<file path="src/rtl/uart_pkg.sv">
// Shared definitions for the UART receive path: frame FSM encoding and line idle level.
package uart_pkg;

    typedef enum logic [2:0] {
        IDLE   = 3'd0,
        START  = 3'd1,
        DATA   = 3'd2,
        PARITY = 3'd3,
        STOP   = 3'd4
    } rx_state_t;

    localparam logic RX_IDLE_LEVEL = 1'b1;

endpackage

</file>
<file path="src/rtl/uart_rx_sync.sv">
// Multi-flop synchroniser for the asynchronous rx line; resets to the idle (high) level
// so that reset release never looks like a start-bit edge.
module uart_rx_sync
    import uart_pkg::*;
#(
    parameter int SYNC_STAGES = 2
) (
    input  logic clk,
    input  logic reset,
    input  logic i_rx,
    output logic o_rx_s
);

    logic [SYNC_STAGES-1:0] r_sync;

    always_ff @(posedge clk) begin
        if (reset) begin
            r_sync <= {SYNC_STAGES{RX_IDLE_LEVEL}};
        end else begin
            r_sync <= {r_sync[SYNC_STAGES-2:0], i_rx};
        end
    end

    assign o_rx_s = r_sync[SYNC_STAGES-1];

endmodule

</file>
<file path="src/rtl/uart_rx_ctrl.sv">
// UART receive frame controller: start detection, bit sampling on external en ticks,
// LSB-first assembly and valid/ready delivery. Optional parity check: UART_RX_PARITY_EN.
module uart_rx_ctrl
    import uart_pkg::*;
#(
    parameter int DATA_BITS   = 8,
    parameter int SYNC_STAGES = 2,
    parameter int PARITY_ODD  = 0
) (
    input  logic                 clk,
    input  logic                 reset,
    input  logic                 rx,
    input  logic                 en,
    output logic                 count_en,
    output logic                 half_full,
    output logic [DATA_BITS-1:0] rx_data,
    output logic                 rx_valid,
    input  logic                 rx_ready,
    output logic                 frame_err,
    output logic                 overrun,
    output logic                 parity_err
);

    localparam int CNT_W = (DATA_BITS > 1) ? $clog2(DATA_BITS) : 1;

    logic                 w_rx_s;
    logic                 w_fall;
    logic                 w_last_bit;

    rx_state_t            r_state;
    logic                 r_rx_prev;
    logic [CNT_W-1:0]     r_bit_cnt;
    logic [DATA_BITS-1:0] r_shift;
    logic                 r_count_en;
    logic                 r_half_full;
    logic [DATA_BITS-1:0] r_rx_data;
    logic                 r_rx_valid;
    logic                 r_frame_err;
    logic                 r_overrun;

    uart_rx_sync #(
        .SYNC_STAGES(SYNC_STAGES)
    ) u_sync (
        .clk   (clk),
        .reset (reset),
        .i_rx  (rx),
        .o_rx_s(w_rx_s)
    );

    assign w_fall     = r_rx_prev & ~w_rx_s;
    assign w_last_bit = (r_bit_cnt == CNT_W'(DATA_BITS - 1));

`ifdef UART_RX_PARITY_EN
    logic w_par_exp;
    logic r_par_err;
    logic r_parity_err;

    assign w_par_exp = (^r_shift) ^ (PARITY_ODD != 0);
`endif

    // NOTE: all state uses non-blocking assignments so every branch reads pre-edge values.
    always_ff @(posedge clk) begin
        if (reset) begin
            r_state     <= IDLE;
            r_rx_prev   <= RX_IDLE_LEVEL;
            r_bit_cnt   <= '0;
            // NOTE: the shift register is reset too, so an aborted frame leaves no residue.
            r_shift     <= '0;
            r_count_en  <= 1'b0;
            r_half_full <= 1'b0;
            r_rx_data   <= '0;
            r_rx_valid  <= 1'b0;
            r_frame_err <= 1'b0;
            r_overrun   <= 1'b0;
`ifdef UART_RX_PARITY_EN
            r_par_err    <= 1'b0;
            r_parity_err <= 1'b0;
`endif
        end else begin
            r_rx_prev   <= w_rx_s;
            r_frame_err <= 1'b0;
            r_overrun   <= 1'b0;
`ifdef UART_RX_PARITY_EN
            r_parity_err <= 1'b0;
`endif
            // NOTE: a word loaded in STOP below overrides this clear; the last assignment wins.
            if (r_rx_valid && rx_ready) begin
                r_rx_valid <= 1'b0;
            end

            case (r_state)
                IDLE: begin
                    r_count_en  <= 1'b0;
                    r_half_full <= 1'b0;
                    if (w_fall) begin
                        r_state     <= START;
                        r_count_en  <= 1'b1;
                        r_half_full <= 1'b1;
                    end
                end
                START: begin
                    if (en) begin
`ifdef UART_RX_PARITY_EN
                        r_par_err <= 1'b0;
`endif
                        if (!w_rx_s) begin
                            r_state     <= DATA;
                            r_half_full <= 1'b0;
                            r_bit_cnt   <= '0;
                        end else begin
                            r_state     <= IDLE;
                            r_count_en  <= 1'b0;
                            r_half_full <= 1'b0;
                        end
                    end
                end
                DATA: begin
                    if (en) begin
                        r_shift <= {w_rx_s, r_shift[DATA_BITS-1:1]};
                        if (w_last_bit) begin
`ifdef UART_RX_PARITY_EN
                            r_state <= PARITY;
`else
                            r_state <= STOP;
`endif
                        end else begin
                            r_bit_cnt <= r_bit_cnt + 1'b1;
                        end
                    end
                end
`ifdef UART_RX_PARITY_EN
                PARITY: begin
                    if (en) begin
                        r_par_err <= (w_rx_s != w_par_exp);
                        r_state   <= STOP;
                    end
                end
`endif
                STOP: begin
                    if (en) begin
                        r_state     <= IDLE;
                        r_count_en  <= 1'b0;
                        r_half_full <= 1'b0;
                        if (!w_rx_s) begin
                            r_frame_err <= 1'b1;
`ifdef UART_RX_PARITY_EN
                        end else if (r_par_err) begin
                            r_parity_err <= 1'b1;
`endif
                        end else if (r_rx_valid && !rx_ready) begin
                            r_overrun <= 1'b1;
                        end else begin
                            r_rx_data  <= r_shift;
                            r_rx_valid <= 1'b1;
                        end
                    end
                end
                default: begin
                    r_state    <= IDLE;
                    r_count_en <= 1'b0;
                end
            endcase
        end
    end

    assign count_en  = r_count_en;
    assign half_full = r_half_full;
    assign rx_data   = r_rx_data;
    assign rx_valid  = r_rx_valid;
    assign frame_err = r_frame_err;
    assign overrun   = r_overrun;
`ifdef UART_RX_PARITY_EN
    assign parity_err = r_parity_err;
`else
    assign parity_err = 1'b0;
`endif

endmodule
</file>
<file path="config.mk">
export PLATFORM = sky130hd
export DESIGN_NAME = uart_rx_ctrl
export DESIGN_NICKNAME = d
export VERILOG_FILES = /design/src/rtl/uart_pkg.sv /design/src/rtl/uart_rx_sync.sv /design/src/rtl/uart_rx_ctrl.sv
export SDC_FILE = /design/constraint.sdc
export NUM_CORES = 1
export LEC_CHECK = 0
export BUFFER_PORTS_ARGS = -buffer_cell sky130_fd_sc_hd__buf_4
export CORE_MARGIN = 3
export CORE_UTILIZATION = 45
export DETAILED_ROUTE_END_ITERATION = 16
export PLACE_DENSITY = 0.69
export RECOVER_POWER = 50
export SLEW_MARGIN = 20
export SYNTH_ARGS = -nofsm -noshare
export SYNTH_HDL_FRONTEND = slang
export SYNTH_SLANG_ARGS = --single-unit
</file>
<file path="constraint.sdc">
create_clock -name clk -period 1.5 [get_ports clk]
set_input_delay 0.075 -clock clk [delete_from_list [all_inputs] [get_ports clk]]
set_output_delay 0.075 -clock clk [all_outputs]
set_load 0.01 [all_outputs]
</file>
==> flow_metrics.py <==
metrics = {
    "run_status": {
        "status": "complete, no violations",
    },
    "synth": {
        "yosysUniqueCellTypes": 29,
        "synth_seq_cells": 30,
        "ys_warn_count": 0,
        "syn_avg_cell_area_um2": 9.07,
        "postSynthCellCount": 135,
        "yosysSeqAreaShare_pct": 49.0,
        "syn_nets": 142,
        "synth_area_mm2": 0.00122,
    },
    "power_and_ir_drop": {
        "finalPower_mw": 1.35,
        "power_density_mw_per_mm2": 955,
        "max-vdd-ir-drop_uv": 527,
        "leakagePower_nw": 0.546,
    },
    "die": {
        "die_x_um": 58.2,
        "initial_utilization_pct": 48.6,
        "dieArea_mm2": 0.00338,
        "num_io_pins": 19,
        "coreArea_mm2": 0.00252,
        "die_y_um": 58.2,
        "rows": 18,
    },
    "critical_path": {
        "required_ns": 1.72,
        "critical_path.max_fanout": 4,
        "crit_arrival_ns": 1.65,
        "r2r_start": "r_bit_cnt[1]",
        "r2r_cells": 6,
        "start_kind": "flop",
        "ff2ff_setup_slack_ns": 0.07,
        "path_class": "flop to flop",
        "r2r_end": "r_bit_cnt[1]",
        "cp-end-kind": "flop",
    },
    "route": {
        "ant_nets": 0,
        "wl_per_cell_um": 12.5,
        "wirelength_um": 2320,
        "via_count": 953,
        "drc_errors": 0,
        "firstDrtPassIters": 3,
        "via_per_inst": 5.12,
        "drtIter0Drc": 13,
    },
    "clocking": {
        "clockRootBuffer": "clkbuf_4",
        "clock-sinks": 30,
        "cts_buffers": 5,
        "cts_tree": "built",
        "cts_setup_buffers": 0,
        "clk_pin_slew_ns": 0.09,
        "clk_path_buf_depth": 2,
        "clock_latency_ns": 0.33,
        "htreeDepth": 2,
    },
    "placed_design": {
        "dpl_cell_area_mm2": 0.00137,
        "io_buffers": 17,
        "routabilityCongestion": 0.802,
        "dpl.hpwl_um": 1520,
        "pre_cts_ws_ns": -0.0231,
        "dp.cells": 177,
    },
    "sta": {
        "fin_worst_skew_ns": 0.00715,
        "period_needed_ns": 1.43,
        "final-max-slew-violation-count": 0,
        "fin_ws_ns": 0.0719,
        "final_hold_viol_count": 0,
        "period_share_pct": 95.2,
        "setup_viol": 0,
        "fmax_mhz": 700,
    },
    "cells_and_area": {
        "insertedDiodeCount": 0,
        "multiInputGateArea_um2": 589,
        "layout.nets": 162,
        "areaGrowthSynthToFinish_pct": 15.2,
        "final_cell_mix": "29 x dfxtp_1, 23 x nand2_1, 16 x clkbuf_1",
        "final_core_util_pct": 56.0,
        "seq_area_um2": 602,
        "layout.cells.most_common": "dfxtp_1",
        "stdcell_count": 186,
        "final_area_mm2": 0.00141,
        "drive_above_1_share_pct": 16.0,
        "nFillCells": 243,
    },
    "hold_path": {
        "min_from": "en",
        "hold_path_class": "primary input to flop",
        "hold_end": "r_state[0]",
        "worstHoldPathCells": 4,
    },
    "run": {
        "maxCapViolCount": 0,
    },
    "global_route": {
        "grt_pass1_vias": 917,
        "grt_max_degree": 30,
        "antenna_found_initial": 0,
        "grt_remaining_overflow": 0,
        "grt_pass1_wl_um": 4000,
        "grt_usage_pct": 16.1,
    },
}
==> synthesized netlist by cell type <==
| library cell | n | share of area (%) |
|---|---|---|
| clkbuf_1 | 3 | 0.92 |
| dfxtp_1 | 30 | 49 |
| a21oi_1 | 13 | 5.3 |
| nor2b_1 | 2 | 1.0 |
| nand3_1 | 2 | 0.82 |
| and2_1 | 4 | 2.0 |
| a31oi_1 | 2 | 1.0 |
| conb_1 | 1 | 0.31 |
| buf_6 | 1 | 0.92 |
| o21ai_0 | 1 | 0.41 |
| a32oi_1 | 1 | 0.72 |
| nor2_1 | 15 | 4.6 |
| nand2_1 | 23 | 7.0 |
| nand3b_1 | 2 | 1.2 |
| buf_2 | 2 | 0.82 |
| mux2i_1 | 10 | 8.2 |
| nand4_4 | 1 | 1.7 |
| nor3_1 | 3 | 1.2 |
| nor2_2 | 1 | 0.51 |
| nand2b_1 | 2 | 1.0 |
| o21a_1 | 1 | 0.61 |
| nor4b_1 | 1 | 0.72 |
| a22o_1 | 1 | 0.72 |
| nor3b_1 | 2 | 1.2 |
| ha_1 | 2 | 2.0 |
| buf_4 | 4 | 2.5 |
| inv_1 | 1 | 0.31 |
| or2_2 | 3 | 1.5 |
| nor3b_4 | 1 | 1.5 |
==> sequential cells by signal (all words and copies together), names as in the netlist <==
signal         count
count_en           1
half_full          1
r_shift            8
rx_data            8
rx_valid           1
u_sync.r_sync      2
r_bit_cnt          3
frame_err          1
r_rx_prev          1
r_state            3
overrun            1
==> logic make-up (layout without fill, tap and decap cells) <==
family | Yosys count | after routing | synth area share, %
AO/OA/AOI/OAI | 19 | 19 | 8.78
adder cells (fa/ha/maj) | 2 | 2 | 2.04
buffers and inverters | 11 | 32 | 5.41
flip-flops | 30 | 30 | 49.0
multiplexers | 10 | 10 | 8.17
other | 1 | 1 | 0.306
AND/OR/NAND/NOR | 62 | 62 | 26.2
==> final cells by class <==
cell class / instances / share of cell area, %
timing repair buffer: 23 / 8.42
clock buffer: 7 / 3.90
tap: 30 / 2.66
sequential: 30 / 42.6
clock inverter: 1 / 0.355
multi-input combinational: 94 / 41.8
inverter: 1 / 0.266
==> critical path: stages, from the launching register on <==
cell and delay, ns:
dfxtp_1 0.35, ha_4 0.17, ha_4 0.16, nor3b_2 0.17
o21a_2 0.20, mux2i_1 0.20, nor2_1 0.05
==> report_power, final <==
group	leakage (nW)	switching [mW]	total [mW]	internal, mW
combinational	0.268	0.0290	0.0491	0.0201
sequential	0.243	0.00725	0.809	0.802
clock	0.0353	0.264	0.490	0.227
==> worst max path at each step <==
stage / cells past startpoint / endpoint / startpoint
detailed placement: 6 / r_bit_cnt[2] / r_bit_cnt[0]
CTS: 6 / r_bit_cnt[1] / r_bit_cnt[0]
global route: 6 / r_bit_cnt[1] / r_bit_cnt[1]
floorplan: 6 / r_bit_cnt[1] / r_bit_cnt[0]
global placement: 6 / r_bit_cnt[1] / r_bit_cnt[0]
finish: 6 / r_bit_cnt[1] / r_bit_cnt[1]
==> through the flow <==
stage	hold slack [ns]	setup TNS, ns
after floorplan	0.179	0
final	0.0906	0
after CTS	0.0818	0
after detailed placement	0.268	-0.0427
after global routing	0.0932	-0.00385
after global placement	0.262	0
==> metal layers <==
metal  GRT usage [%]  part of all wire [%]  vias to the layer above
li1                -                     -                      486
met1            18.4                    44                      442
met2            25.0                    47                       20
met3            7.35                   6.6                        5
met4            8.94                   2.1                        0
met5               0                     0                        -
==> repair_timing <==
| action | CTS | global route |
|---|---|---|
| pin swaps | 0 | 3 |
| setup endpoints to repair | 3 | 7 |
| endpoints found under the hold margin | 1 | 0 |
| resized for setup | 2 | 5 |
| hold buffers | 1 | 0 |
Power figures use the tool's default switching activity.
